$ cat src/rtl/arm_pkg.sv
// Shared types and helpers for the arm target scheduler: FSM states, source IDs,
// the angle type and small saturating/clamping helpers.
package arm_pkg;

    typedef enum logic [1:0] {
        IDLE  = 2'd0,
        LATCH = 2'd1,
        SOLVE = 2'd2
    } state_e;

    typedef enum logic [1:0] {
        SRC_NONE = 2'd0,
        SRC_KB   = 2'd1,
        SRC_US   = 2'd2
    } src_e;

    typedef logic [7:0] angle_t;

    localparam angle_t ANGLE_MAX = 8'd180;

    function automatic angle_t clamp_angle(input logic [7:0] raw);
        if (raw > ANGLE_MAX) begin
            return ANGLE_MAX;
        end else begin
            return raw;
        end
    endfunction

    function automatic logic [7:0] sat_inc(input logic [7:0] value);
        if (value == 8'hFF) begin
            return value;
        end else begin
            return value + 8'd1;
        end
    endfunction

endpackage

$ cat src/rtl/angle_slew.sv
// One joint's slew limiter: on each tick the committed angle moves toward the
// target by at most MAX_STEP degrees and lands exactly on it without overshoot.
module angle_slew
    import arm_pkg::*;
#(
    parameter int unsigned MAX_STEP = 4,
    parameter int unsigned HOME     = 90
) (
    input  logic   clk,
    input  logic   reset,
    input  logic   tick,
    input  angle_t target,
    output angle_t angle
);

    localparam logic signed [8:0] STEP_POS = 9'(MAX_STEP);
    localparam angle_t            STEP_ANG = angle_t'(MAX_STEP);

    angle_t            angle_r;
    angle_t            next_s;
    logic signed [8:0] diff_s;

    // Signed distance to target decides between a full step and the final snap.
    always_comb begin
        diff_s = $signed({1'b0, target}) - $signed({1'b0, angle_r});
        if (diff_s > STEP_POS) begin
            next_s = angle_r + STEP_ANG;
        end else if (diff_s < -STEP_POS) begin
            next_s = angle_r - STEP_ANG;
        end else begin
            next_s = target;
        end
    end

    // Committed angle only changes on the frame tick.
    always_ff @(posedge clk) begin
        if (reset) begin
            angle_r <= angle_t'(HOME);
        end else if (tick) begin
            angle_r <= next_s;
        end else begin
            angle_r <= angle_r;
        end
    end

    assign angle = angle_r;

endmodule

$ cat src/rtl/arm_target_scheduler.sv
// Selects the active (x,y) target source, hands new targets to the shared IK
// solver over req/ack, and slew-limits the joint angles once per servo frame.
module arm_target_scheduler
    import arm_pkg::*;
#(
    parameter int unsigned CLKS_PER_FRAME = 2_000_000,
    parameter int unsigned MAX_STEP       = 4,
    parameter int unsigned IK_TIMEOUT     = 1024,
    parameter int unsigned HOME_SHOULDER  = 90,
    parameter int unsigned HOME_ELBOW     = 90
) (
    input  logic       clk,
    input  logic       reset,
    input  logic       keyboardControlled,
    input  logic       ultrasonicControlled,
    input  logic [7:0] kb_x,
    input  logic [7:0] kb_y,
    input  logic       kb_valid,
    input  logic [7:0] us_x,
    input  logic [7:0] us_y,
    input  logic       us_valid,
    output logic       ik_req,
    output logic [7:0] ik_x,
    output logic [7:0] ik_y,
    input  logic       ik_ack,
    input  logic [7:0] ik_shoulder,
    input  logic [7:0] ik_elbow,
    input  logic       ik_error,
    output logic [7:0] shoulder_angle,
    output logic [7:0] elbow_angle,
    output logic       frame_tick,
    output logic       busy,
    output logic [7:0] err_count
);

    localparam int unsigned    FCW          = (CLKS_PER_FRAME > 1) ? $clog2(CLKS_PER_FRAME) : 1;
    localparam int unsigned    TCW          = (IK_TIMEOUT > 1) ? $clog2(IK_TIMEOUT) : 1;
    localparam logic [FCW-1:0] FRAME_LAST   = FCW'(CLKS_PER_FRAME - 1);
    localparam logic [TCW-1:0] TIMEOUT_LAST = TCW'(IK_TIMEOUT - 1);
    localparam angle_t         HOME_SH      = angle_t'(HOME_SHOULDER);
    localparam angle_t         HOME_EL      = angle_t'(HOME_ELBOW);

    state_e         state_r;
    state_e         state_s;
    src_e           sel_s;
    src_e           sel_prev_r;
    logic           sel_valid_s;
    logic [7:0]     sel_x_s;
    logic [7:0]     sel_y_s;
    logic           src_changed_s;

    logic           pend_r;
    logic [7:0]     pend_x_r;
    logic [7:0]     pend_y_r;
    src_e           pend_src_r;
    src_e           rec_src_r;

    logic [TCW-1:0] to_cnt_r;
    logic           ack_s;
    logic           timeout_s;
    logic           accept_s;
    logic           err_evt_s;

    logic           ik_req_r;
    logic [7:0]     ik_x_r;
    logic [7:0]     ik_y_r;
    logic           busy_r;
    logic [7:0]     err_r;
    angle_t         tgt_sh_r;
    angle_t         tgt_el_r;
    logic [FCW-1:0] frame_cnt_r;
    logic           tick_s;
    logic           frame_tick_r;

    // Keyboard outranks ultrasonic; only the winner's valid and operands pass through.
    always_comb begin
        sel_s       = SRC_NONE;
        sel_valid_s = 1'b0;
        sel_x_s     = 8'd0;
        sel_y_s     = 8'd0;
        if (keyboardControlled) begin
            sel_s       = SRC_KB;
            sel_valid_s = kb_valid;
            sel_x_s     = kb_x;
            sel_y_s     = kb_y;
        end else if (ultrasonicControlled) begin
            sel_s       = SRC_US;
            sel_valid_s = us_valid;
            sel_x_s     = us_x;
            sel_y_s     = us_y;
        end else begin
            sel_s       = SRC_NONE;
        end
    end

    assign src_changed_s = (sel_s != sel_prev_r);

    // A result only counts if the source that requested it is still in charge.
    always_comb begin
        ack_s     = 1'b0;
        timeout_s = 1'b0;
        accept_s  = 1'b0;
        err_evt_s = 1'b0;
        if (state_r == SOLVE) begin
            ack_s     = ik_ack;
            timeout_s = !ik_ack && (to_cnt_r == TIMEOUT_LAST);
            accept_s  = ik_ack && !ik_error && (rec_src_r == sel_s);
            err_evt_s = (ik_ack && ik_error && (rec_src_r == sel_s)) || timeout_s;
        end else begin
            ack_s     = 1'b0;
        end
    end

    // Next-state logic; a valid arriving in IDLE goes straight to LATCH.
    always_comb begin
        state_s = state_r;
        case (state_r)
            IDLE: begin
                if ((pend_r && !src_changed_s) || sel_valid_s) begin
                    state_s = LATCH;
                end else begin
                    state_s = IDLE;
                end
            end
            LATCH: state_s = SOLVE;
            SOLVE: begin
                if (ack_s || timeout_s) begin
                    state_s = IDLE;
                end else begin
                    state_s = SOLVE;
                end
            end
            default: state_s = IDLE;
        endcase
    end

    // State register plus the handshake outputs derived from the next state.
    always_ff @(posedge clk) begin
        if (reset) begin
            state_r  <= IDLE;
            ik_req_r <= 1'b0;
            busy_r   <= 1'b0;
        end else begin
            state_r  <= state_s;
            ik_req_r <= (state_s == SOLVE);
            busy_r   <= (state_s != IDLE);
        end
    end

    // Pending buffer: newest valid wins, cleared on latch or source change.
    always_ff @(posedge clk) begin
        if (reset) begin
            pend_r     <= 1'b0;
            pend_x_r   <= 8'd0;
            pend_y_r   <= 8'd0;
            pend_src_r <= SRC_NONE;
            sel_prev_r <= SRC_NONE;
        end else begin
            sel_prev_r <= sel_s;
            if (sel_valid_s) begin
                pend_r     <= 1'b1;
                pend_x_r   <= sel_x_s;
                pend_y_r   <= sel_y_s;
                pend_src_r <= sel_s;
            end else if (src_changed_s || (state_r == LATCH)) begin
                pend_r     <= 1'b0;
            end else begin
                pend_r     <= pend_r;
            end
        end
    end

    // Solver operands, requesting source and the SOLVE timeout counter.
    always_ff @(posedge clk) begin
        if (reset) begin
            ik_x_r    <= 8'd0;
            ik_y_r    <= 8'd0;
            rec_src_r <= SRC_NONE;
            to_cnt_r  <= '0;
        end else if (state_r == LATCH) begin
            ik_x_r    <= pend_x_r;
            ik_y_r    <= pend_y_r;
            rec_src_r <= pend_src_r;
            to_cnt_r  <= '0;
        end else if (state_r == SOLVE) begin
            to_cnt_r  <= to_cnt_r + 1'b1;
        end else begin
            to_cnt_r  <= to_cnt_r;
        end
    end

    // Targets go home with no source selected, otherwise take accepted results.
    always_ff @(posedge clk) begin
        if (reset) begin
            tgt_sh_r <= HOME_SH;
            tgt_el_r <= HOME_EL;
            err_r    <= 8'd0;
        end else begin
            if (sel_s == SRC_NONE) begin
                tgt_sh_r <= HOME_SH;
                tgt_el_r <= HOME_EL;
            end else if (accept_s) begin
                tgt_sh_r <= clamp_angle(ik_shoulder);
                tgt_el_r <= clamp_angle(ik_elbow);
            end else begin
                tgt_sh_r <= tgt_sh_r;
                tgt_el_r <= tgt_el_r;
            end
            if (err_evt_s) begin
                err_r <= sat_inc(err_r);
            end else begin
                err_r <= err_r;
            end
        end
    end

    assign tick_s = (frame_cnt_r == FRAME_LAST);

    // Free-running frame counter; frame_tick is registered alongside the angle update.
    always_ff @(posedge clk) begin
        if (reset) begin
            frame_cnt_r  <= '0;
            frame_tick_r <= 1'b0;
        end else begin
            frame_tick_r <= tick_s;
            if (tick_s) begin
                frame_cnt_r <= '0;
            end else begin
                frame_cnt_r <= frame_cnt_r + 1'b1;
            end
        end
    end

    angle_slew #(
        .MAX_STEP (MAX_STEP),
        .HOME     (HOME_SHOULDER)
    ) u_slew_shoulder (
        .clk    (clk),
        .reset  (reset),
        .tick   (tick_s),
        .target (tgt_sh_r),
        .angle  (shoulder_angle)
    );

    angle_slew #(
        .MAX_STEP (MAX_STEP),
        .HOME     (HOME_ELBOW)
    ) u_slew_elbow (
        .clk    (clk),
        .reset  (reset),
        .tick   (tick_s),
        .target (tgt_el_r),
        .angle  (elbow_angle)
    );

    assign ik_req     = ik_req_r;
    assign ik_x       = ik_x_r;
    assign ik_y       = ik_y_r;
    assign busy       = busy_r;
    assign err_count  = err_r;
    assign frame_tick = frame_tick_r;

endmodule
$ cat config.mk
export PLATFORM = sky130hd
export DESIGN_NAME = arm_target_scheduler
export DESIGN_NICKNAME = d
export VERILOG_FILES = /design/src/rtl/arm_pkg.sv /design/src/rtl/angle_slew.sv /design/src/rtl/arm_target_scheduler.sv
export SDC_FILE = /design/constraint.sdc
export NUM_CORES = 1
export LEC_CHECK = 0
export CAP_MARGIN = 20
export CORE_MARGIN = 3
export CORE_UTILIZATION = 49
export DETAILED_ROUTE_END_ITERATION = 7
export PLACE_DENSITY = 0.77
export SLEW_MARGIN = 20
export SYNTH_ARGS = -nofsm -noshare
export SYNTH_HDL_FRONTEND = slang
export SYNTH_SLANG_ARGS = --single-unit
$ cat constraint.sdc
create_clock -name clk -period 2.85 [get_ports clk]
set_input_delay 0.57 -clock clk [delete_from_list [all_inputs] [get_ports clk]]
set_output_delay 0.57 -clock clk [all_outputs]
set_load 0.02 [all_outputs]
* After elaboration in Yosys (flattened, before gate mapping)
Index checks and enable logic that the tools add are counted.
** Operators by class
- Shifts and indexed selects :: 0
- Div/mod/pow operators :: 0
- Multipliers :: 0
- Magnitude comparators :: 6
- Equality and inequality tests :: 8
- Reductions and logical operators :: 21
- $add $sub $neg :: 9
- Bitwise gates (word level) :: 1
- Multiplexer cells :: 23
** Operators with widths (count)
- $mux W8 :: 10
- $add A21 B1 Y21 const B :: 1
- $eq A21 B21 Y1 const B :: 1
- $gt A9 B4 Y1 const B :: 2
- $lt A9 B3 Y1 const B :: 2
- $sub A8 B8 Y9 :: 2
- $add A8 B3 Y8 const B :: 2
- $gt A8 B8 Y1 const B :: 2
- $sub A8 B3 Y8 const B :: 2
- $add A10 B1 Y10 const B :: 1
- $eq A10 B10 Y1 const B :: 1
- $mux W1 :: 9
- $add A8 B1 Y8 const B :: 1
- $eq A8 B8 Y1 const B :: 1
- $logic_and A1 B1 Y1 :: 6
- $mux W2 :: 3
- $pmux W2 S3 :: 1
- $reduce_or A2 Y1 :: 3
- $eq A2 B2 Y1 const B :: 2
- $logic_not A2 Y1 :: 2
- $logic_or A1 B1 Y1 :: 4
- $reduce_bool A2 Y1 :: 2
- $logic_not A1 Y1 :: 3
- $eq A2 B1 Y1 const B :: 1
- other kinds (4) :: 4
** Storage, ports and cells
- Output and inout bits :: 43
- Bits in read-only memories :: 0
- Bits of input ports :: 56
- Bits in latches :: 0
- Word-level logic and storage cells :: 87
- Flip-flop bits (word level) :: 115
- Memory bits (writable) :: 0
- Memories :: 0

* Logic depth before layout (Yosys ltp)
- Word-level depth :: 9
- Depth in mapped cells :: 13
- Depth with buffers taken out :: 12

* By module
From an unflattened synthesis, not the netlist that was laid out.
** Second synthesis, totals
- Cells, all modules :: 755
- Area, all modules :: 6193.4 um^2
** Modules (own cells, without submodules)
- arm_target_scheduler :: seq. area each 1981.9 um^2, times used 1, area each 4028.9 um^2, cells an instance 481
- angle_slew :: seq. area each 160.2 um^2, times used 2, area each 1082.3 um^2, cells an instance 137

* Least setup slack after synthesis
OpenSTA, ideal clock, no wires.
- Kind :: register -> register
- From :: reg u_slew_shoulder.angle_r[5], in the netlist u_slew_shoulder.angle[5]
- To :: reg u_slew_shoulder.angle_r[1], in the netlist u_slew_shoulder.angle[1]
- Clock period less this slack :: 3.072 ns
- Setup slack :: -0.222 ns
- Library setup time :: 0.122 ns
- Data required time :: 2.728 ns
- Buffers on the path :: 2
- Data arrival time :: 2.949 ns
- Stages on the path, launching flop included :: 12
- Cell sequence :: dfxtp_1 -> clkbuf_1 -> inv_1 -> ha_1 -> clkbuf_1 -> nand4_1 -> a21boi_1 -> nor2_1 -> or4_4 -> mux2i_4 -> a21oi_1 -> a311o_1
** Between the ends
- Longest elaborated chain between the ends :: 4
- Elaborated cells between the ends (all ways) :: 5
- Classes of those cells :: add/sub: 1; order compare: 2; mux: 2
** RTL lines
- start: declaration :: RTL line angle_slew.sv:19 : angle_t angle_r;
- start signal: assignment :: RTL line angle_slew.sv:38 : angle_r <= angle_t'(HOME);
- start signal: assignment :: RTL line angle_slew.sv:40 : angle_r <= next_s;
- start signal: assignment :: RTL line angle_slew.sv:42 : angle_r <= angle_r;
- $sub A8 B8 Y9 (*) :: RTL line angle_slew.sv:25 : diff_s = $signed({1'b0, target}) - $signed({1'b0, angle_r});
- $lt A9 B3 Y1 :: RTL line angle_slew.sv:28 : end else if (diff_s < -STEP_POS) begin
- $mux W8 :: RTL line angle_slew.sv:28
- $mux W8 (*) :: RTL line angle_slew.sv:26 : if (diff_s > STEP_POS) begin
Every way passes the cells marked *; elsewhere a longest branch is shown, timed or not.
A chain may end at the register's enable or synchronous reset.

* Final worst setup path
- From :: reg u_slew_elbow.angle_r[3], in the netlist u_slew_elbow.angle[3]
- To :: reg u_slew_elbow.angle_r[3], in the netlist u_slew_elbow.angle[3]
** Between the ends
- Longest elaborated chain between the ends :: 4
- Elaborated cells between the ends (all ways) :: 7
- Classes of those cells :: add/sub: 3; order compare: 2; mux: 2
** RTL lines (RTL line)
- start: declaration :: angle_slew.sv:19
- start signal: assignment :: angle_slew.sv:38
- start signal: assignment :: angle_slew.sv:40
- start signal: assignment :: angle_slew.sv:42
- $sub A8 B8 Y9 :: angle_slew.sv:25
- $lt A9 B3 Y1 :: angle_slew.sv:28
- $mux W8 :: angle_slew.sv:28
- $mux W8 (*) :: angle_slew.sv:26
Marks and branches as above.

==> key figures <==
Synthesis
  – Cell type contributing the most total cell area after synthesis: sky130_fd_sc_hd__dfxtp_1
  – Post-Synthesis Net Count: between 800 and 900
  – Total number of yosys warnings: 0
  – Synth Register Bits: approximately 120
  – Most instantiated flip-flop cell in the synthesis netlist: sky130_fd_sc_hd__dfxtp_1
  – Fraction of registers with async set or reset after synthesis: 0
  – Cell area after technology mapping: 6000 sq um
  – Leading cell types by total area after synthesis: sky130_fd_sc_hd__dfxtp_1, sky130_fd_sc_hd__nand2_1, sky130_fd_sc_hd__nor2_1
  – Number of distinct standard cells referenced by the synthesized netlist: slightly below 80
  – Gate Count Post-Synth: between 700 and 800
  – Share of synthesized area occupied by flip-flops and latches: 0.384
  – Number of synthesized flops with an enable pin: 0
  – Fraction of synthesized cell area taken by the top area cell type: 0.384
  – Avg Synthesized Cell Area: just over 8 sq um

Drt
  – First-iteration detailed-routing DRC count: 407
  – Antenna Nets Post-Route: 0
  – Vias after detailed routing: between 5000 and 6000
  – DRC viols: 0
  – Ratio of routed vias to standard cells: 5.80
  – Average wire per cell in the routed design: 17.0 um
  – Drt first pass iters: 5
  – Total wirelength of the detailed-routed design: about 17000 um

Timing
  – Skew final: about 9 ps
  – Final number of hold-violating endpoints: 0
  – Post-route clock period utilization: 1.01
  – Maximum achievable frequency: 0.346 GHz
  – Number of setup violations in the final report: 2
  – Transition at the pin with the smallest max-transition slack: 652 ps
  – Min cycle time layout: between 2000 and 3000 ps
  – Unrepaired setup endpoints after global routing: true
  – Max-slew violation total from the final report: 0
  – Final setup margin: -40.3 ps
  – Tightest slew margin relative to the limit: 0.565

Global routing
  – Total global-route track usage: 0.247
  – Routing usage on met2: 0.421
  – GRT Max-Usage Layer: met2
  – Grt met1 use: 0.295
  – Number of global-route vias before repair: approximately 5700
  – Grt met3 use: 0.0782
  – Number of antenna violations at the first check in global routing: 0
  – Pin count of the biggest net entering global routing: 60
  – Global-route wire length before repair: about 27000 um
  – Overflow left after global routing: 0

Clock tree
  – TritonCTS Sinks: 115
  – Clock slew at reported path FFs: 50 ps
  – TritonCTS buffer count: 17
  – Clock tree from TritonCTS: done
  – Insertion delay to the later sink of the worst-skew pair: 420 ps
  – H-tree lvl count: 4
  – Worst-case clock buffer depth: 2
  – Cell at the root of the clock tree: sky130_fd_sc_hd__clkbuf_16

Final layout
  – Antenna diode instance count: 0
  – Final net count: 929
  – Post-synthesis to final-layout area growth: 38.0%
  – Number of inserted filler cells in the final layout: 876
  – Fraction of layout instances using a drive strength above 1: 0.177
  – Layout Cells excl Fill: 1004

Power
  – Sequential share of power: 0.389
  – Sw power: 0.966 mW
  – Switching portion of total power: 0.225
  – Portion of total power attributed to the clock network: 0.529
  – Internal Pwr Total: roughly 3.3 mW
  – PwrDens: roughly 520 nW/um^2
  – Combinational share of power: 0.082
  – Worst IR Drop VDD: between 400 and 500 uV
  – Cell leakage power: between 3 and 4 nW

Floorplanning
  – Std cell rows: 39
  – Vertical die dimension: 117 um
  – Starting Density: 0.514
  – Floorplan die width: around 120 um
  – Boundary Pins: 99
  – Area of the die: roughly 14000 sq um
  – Placeable core region: around 12000 sq um

Critical path
  – Endpoint arrival time on the critical path: between 3000 and 4000 ps
  – Cell with the biggest individual delay on the critical path: sky130_fd_sc_hd__a222oi_1
  – Buf/Inv on CP: 2
  – Cell family with most CP delay: compound AO/OA/AOI/OAI gates
  – Most frequent CP cell: sky130_fd_sc_hd__o211ai_1
  – Type of destination of the critical path: flip-flop
  – Cell-by-cell listing of the critical path: inv_1 > ha_2 > nand2_1 > a211oi_4 > o21ai_0 > a222oi_1 > a31oi_1 > buf_4 > mux2_4 > o211ai_1 > o211ai_1
  – Maximum single-stage delay on the critical path: around 440 ps
  – Kind of start point of the critical path: flip-flop
  – Worst Path Max Fanout: 8
  – Endpoint required time on the critical path: slightly above 3000 ps
  – Startpoint-to-endpoint class of the critical path: flip-flop to flip-flop

Place
  – Placed instance count: ~970
  – PortBufs: 98
  – Pre-CTS WS: -81.2 ps
  – Detailed-placement wirelength estimate: 11500 um
  – Last weighted congestion value of the routability-driven placer: 0.895

Status
  – Violations in the final reports: negative setup slack
  – Result of the run: finished, violations left

Min path
  – Min-delay worst type: flip-flop to flip-flop

Run
  – Number of maximum-capacitance violations: 0
power by group through the flow:
stage	combinational, mW	sequential (mW)	clock [mW]
after global routing	0.383	1.68	2.38
after global placement	0.319	1.70	0
after floorplan	0.160	1.71	0
final	0.353	1.67	2.27
after detailed placement	0.327	1.71	0
after CTS	0.338	1.67	2.29
flip-flops by register name, summed over array words and instances (netlist names), 2 cells and up:
register	flops
frame_cnt_r	21
pend_src_r	2
state_r	2
sel_prev_r	2
ik_x	8
err_count	8
tgt_el_r	8
tgt_sh_r	8
pend_x_r	8
u_slew_elbow.angle	8
u_slew_shoulder.angle	8
pend_y_r	8
to_cnt_r	10
ik_y	8
rec_src_r	2
path summary, 6_finish.rpt:
path | endpoint | startpoint | slack, ps | cells past startpoint
setup / recovery | u_slew_elbow.angle[3]$_SDFFE_PP1P_ | u_slew_elbow.angle[3]$_SDFFE_PP1P_ | -40 | 11
hold reg to reg | ik_x[0]$_SDFFE_PP0P_ | pend_x_r[0]$_SDFFE_PP0P_ | 450 | 2
setup reg to reg | u_slew_elbow.angle[3]$_SDFFE_PP1P_ | u_slew_elbow.angle[3]$_SDFFE_PP1P_ | -40 | 11
hold / removal | ik_x[0]$_SDFFE_PP0P_ | pend_x_r[0]$_SDFFE_PP0P_ | 450 | 2
tightest hold or removal path, delay by kind of cell, from the launching register on:
kind / cells / cell delay [ps]
AO/OA/AOI/OAI: 1 / 50
AND/OR/NAND/NOR: 1 / 50
flip-flops: 1 / 300
cells by family (layout without fill, tap and decap cells):
logic type | count (synthesis) | in the layout | synth area share
compound gates | 176 | 176 | 0.203
xor+xnor | 47 | 47 | 0.0687
fa+ha+maj | 25 | 25 | 0.0547
buf+inv | 62 | 201 | 0.0394
flops | 115 | 115 | 0.384
mux | 10 | 10 | 0.0196
simple gates | 287 | 287 | 0.231
per-layer routing:
metal	wire, um	vias up
met4	371	0
met2	8380	188
met3	1060	35
met1	7250	2779
li1	-	2825
met5	0	-
final cells by class:
type                    instances  area, sq um  area share
multi-input cells             545         3720       0.450
flip-flops and latches        115         2320       0.280
repair buffers                140         1310       0.159
clock buffers                  21          460      0.0557
well taps                     143          179      0.0216
clock inverters                11          175      0.0212
inverters                      29          109      0.0132
timing repair:
action                     4_1_cts  5_1_grt
hold buffers                     0        0
buffers inserted                 3        4
pin swaps                        6       11
hold endpoints to repair         0        0
resized for setup               18       43
setup endpoints to repair        7       13
per-stage QoR:
stage,instance area [sq um],total power [mW],TNS (ps),hold WS [ps],util
final,8270,4.30,-76.4,453,0.709
after global routing,8270,4.44,-1230,478,0.709
after CTS,8050,4.30,-19.2,452,0.690
after detailed placement,7320,2.03,-251,443,0.627
after global placement,7320,2.02,0,441,0.627
after floorplan,6010,1.87,-65.9,428,-
cell usage in the layout, fill, tap and decap left out, types with 6 or more instances in the layout:
| master | netlist | final |
|---|---|---|
| sky130_fd_sc_hd__a211oi_1 | 19 | 17 |
| sky130_fd_sc_hd__a21o_1 | 7 | 6 |
| sky130_fd_sc_hd__a21oi_1 | 48 | 43 |
| sky130_fd_sc_hd__a21oi_2 | 1 | 6 |
| sky130_fd_sc_hd__a22oi_1 | 18 | 18 |
| sky130_fd_sc_hd__a31oi_1 | 9 | 9 |
| sky130_fd_sc_hd__and2_1 | 6 | 6 |
| sky130_fd_sc_hd__and3_1 | 12 | 12 |
| sky130_fd_sc_hd__buf_4 | 0 | 39 |
| sky130_fd_sc_hd__clkbuf_16 | 0 | 17 |
| sky130_fd_sc_hd__clkdlybuf4s50_1 | 0 | 97 |
| sky130_fd_sc_hd__dfxtp_1 | 115 | 104 |
| sky130_fd_sc_hd__dfxtp_2 | 0 | 11 |
| sky130_fd_sc_hd__ha_1 | 23 | 15 |
| sky130_fd_sc_hd__inv_1 | 29 | 24 |
| sky130_fd_sc_hd__nand2_1 | 91 | 90 |
| sky130_fd_sc_hd__nand2b_1 | 8 | 6 |
| sky130_fd_sc_hd__nand3_1 | 25 | 24 |
| sky130_fd_sc_hd__nand4_1 | 14 | 14 |
| sky130_fd_sc_hd__nor2_1 | 79 | 75 |
| sky130_fd_sc_hd__nor2b_1 | 9 | 9 |
| sky130_fd_sc_hd__nor3_1 | 9 | 8 |
| sky130_fd_sc_hd__o21ai_0 | 25 | 24 |
| sky130_fd_sc_hd__or3_1 | 6 | 6 |
| sky130_fd_sc_hd__xnor2_1 | 15 | 13 |
| sky130_fd_sc_hd__xor2_1 | 32 | 30 |
cells in the mapped netlist (all sizes together) (2+ instances only):
master,instances
a21o,7
or4,2
dfxtp,115
nor3,9
fa,2
o211ai,3
a31oi,10
nor4,5
a21oi,49
and3,12
nor2b,9
a211oi,21
a221o,2
inv,29
a21boi,5
ha,23
nand3b,2
o2111ai,2
buf,7
a22o,2
xor2,32
o21ai,30
and2,6
a221oi,2
or4b,2
or2,4
a22oi,18
clkbuf,26
nand3,27
o22ai,2
a2111oi,2
mux2i,6
nor2,80
nand4,14
nor4b,2
a311o,2
nand2,91
nor3b,3
o221a,4
nand2b,8
or3,6
mux2,4
xnor2,15
o31ai,2
No activity file was read; power rests on OpenSTA's default activity.
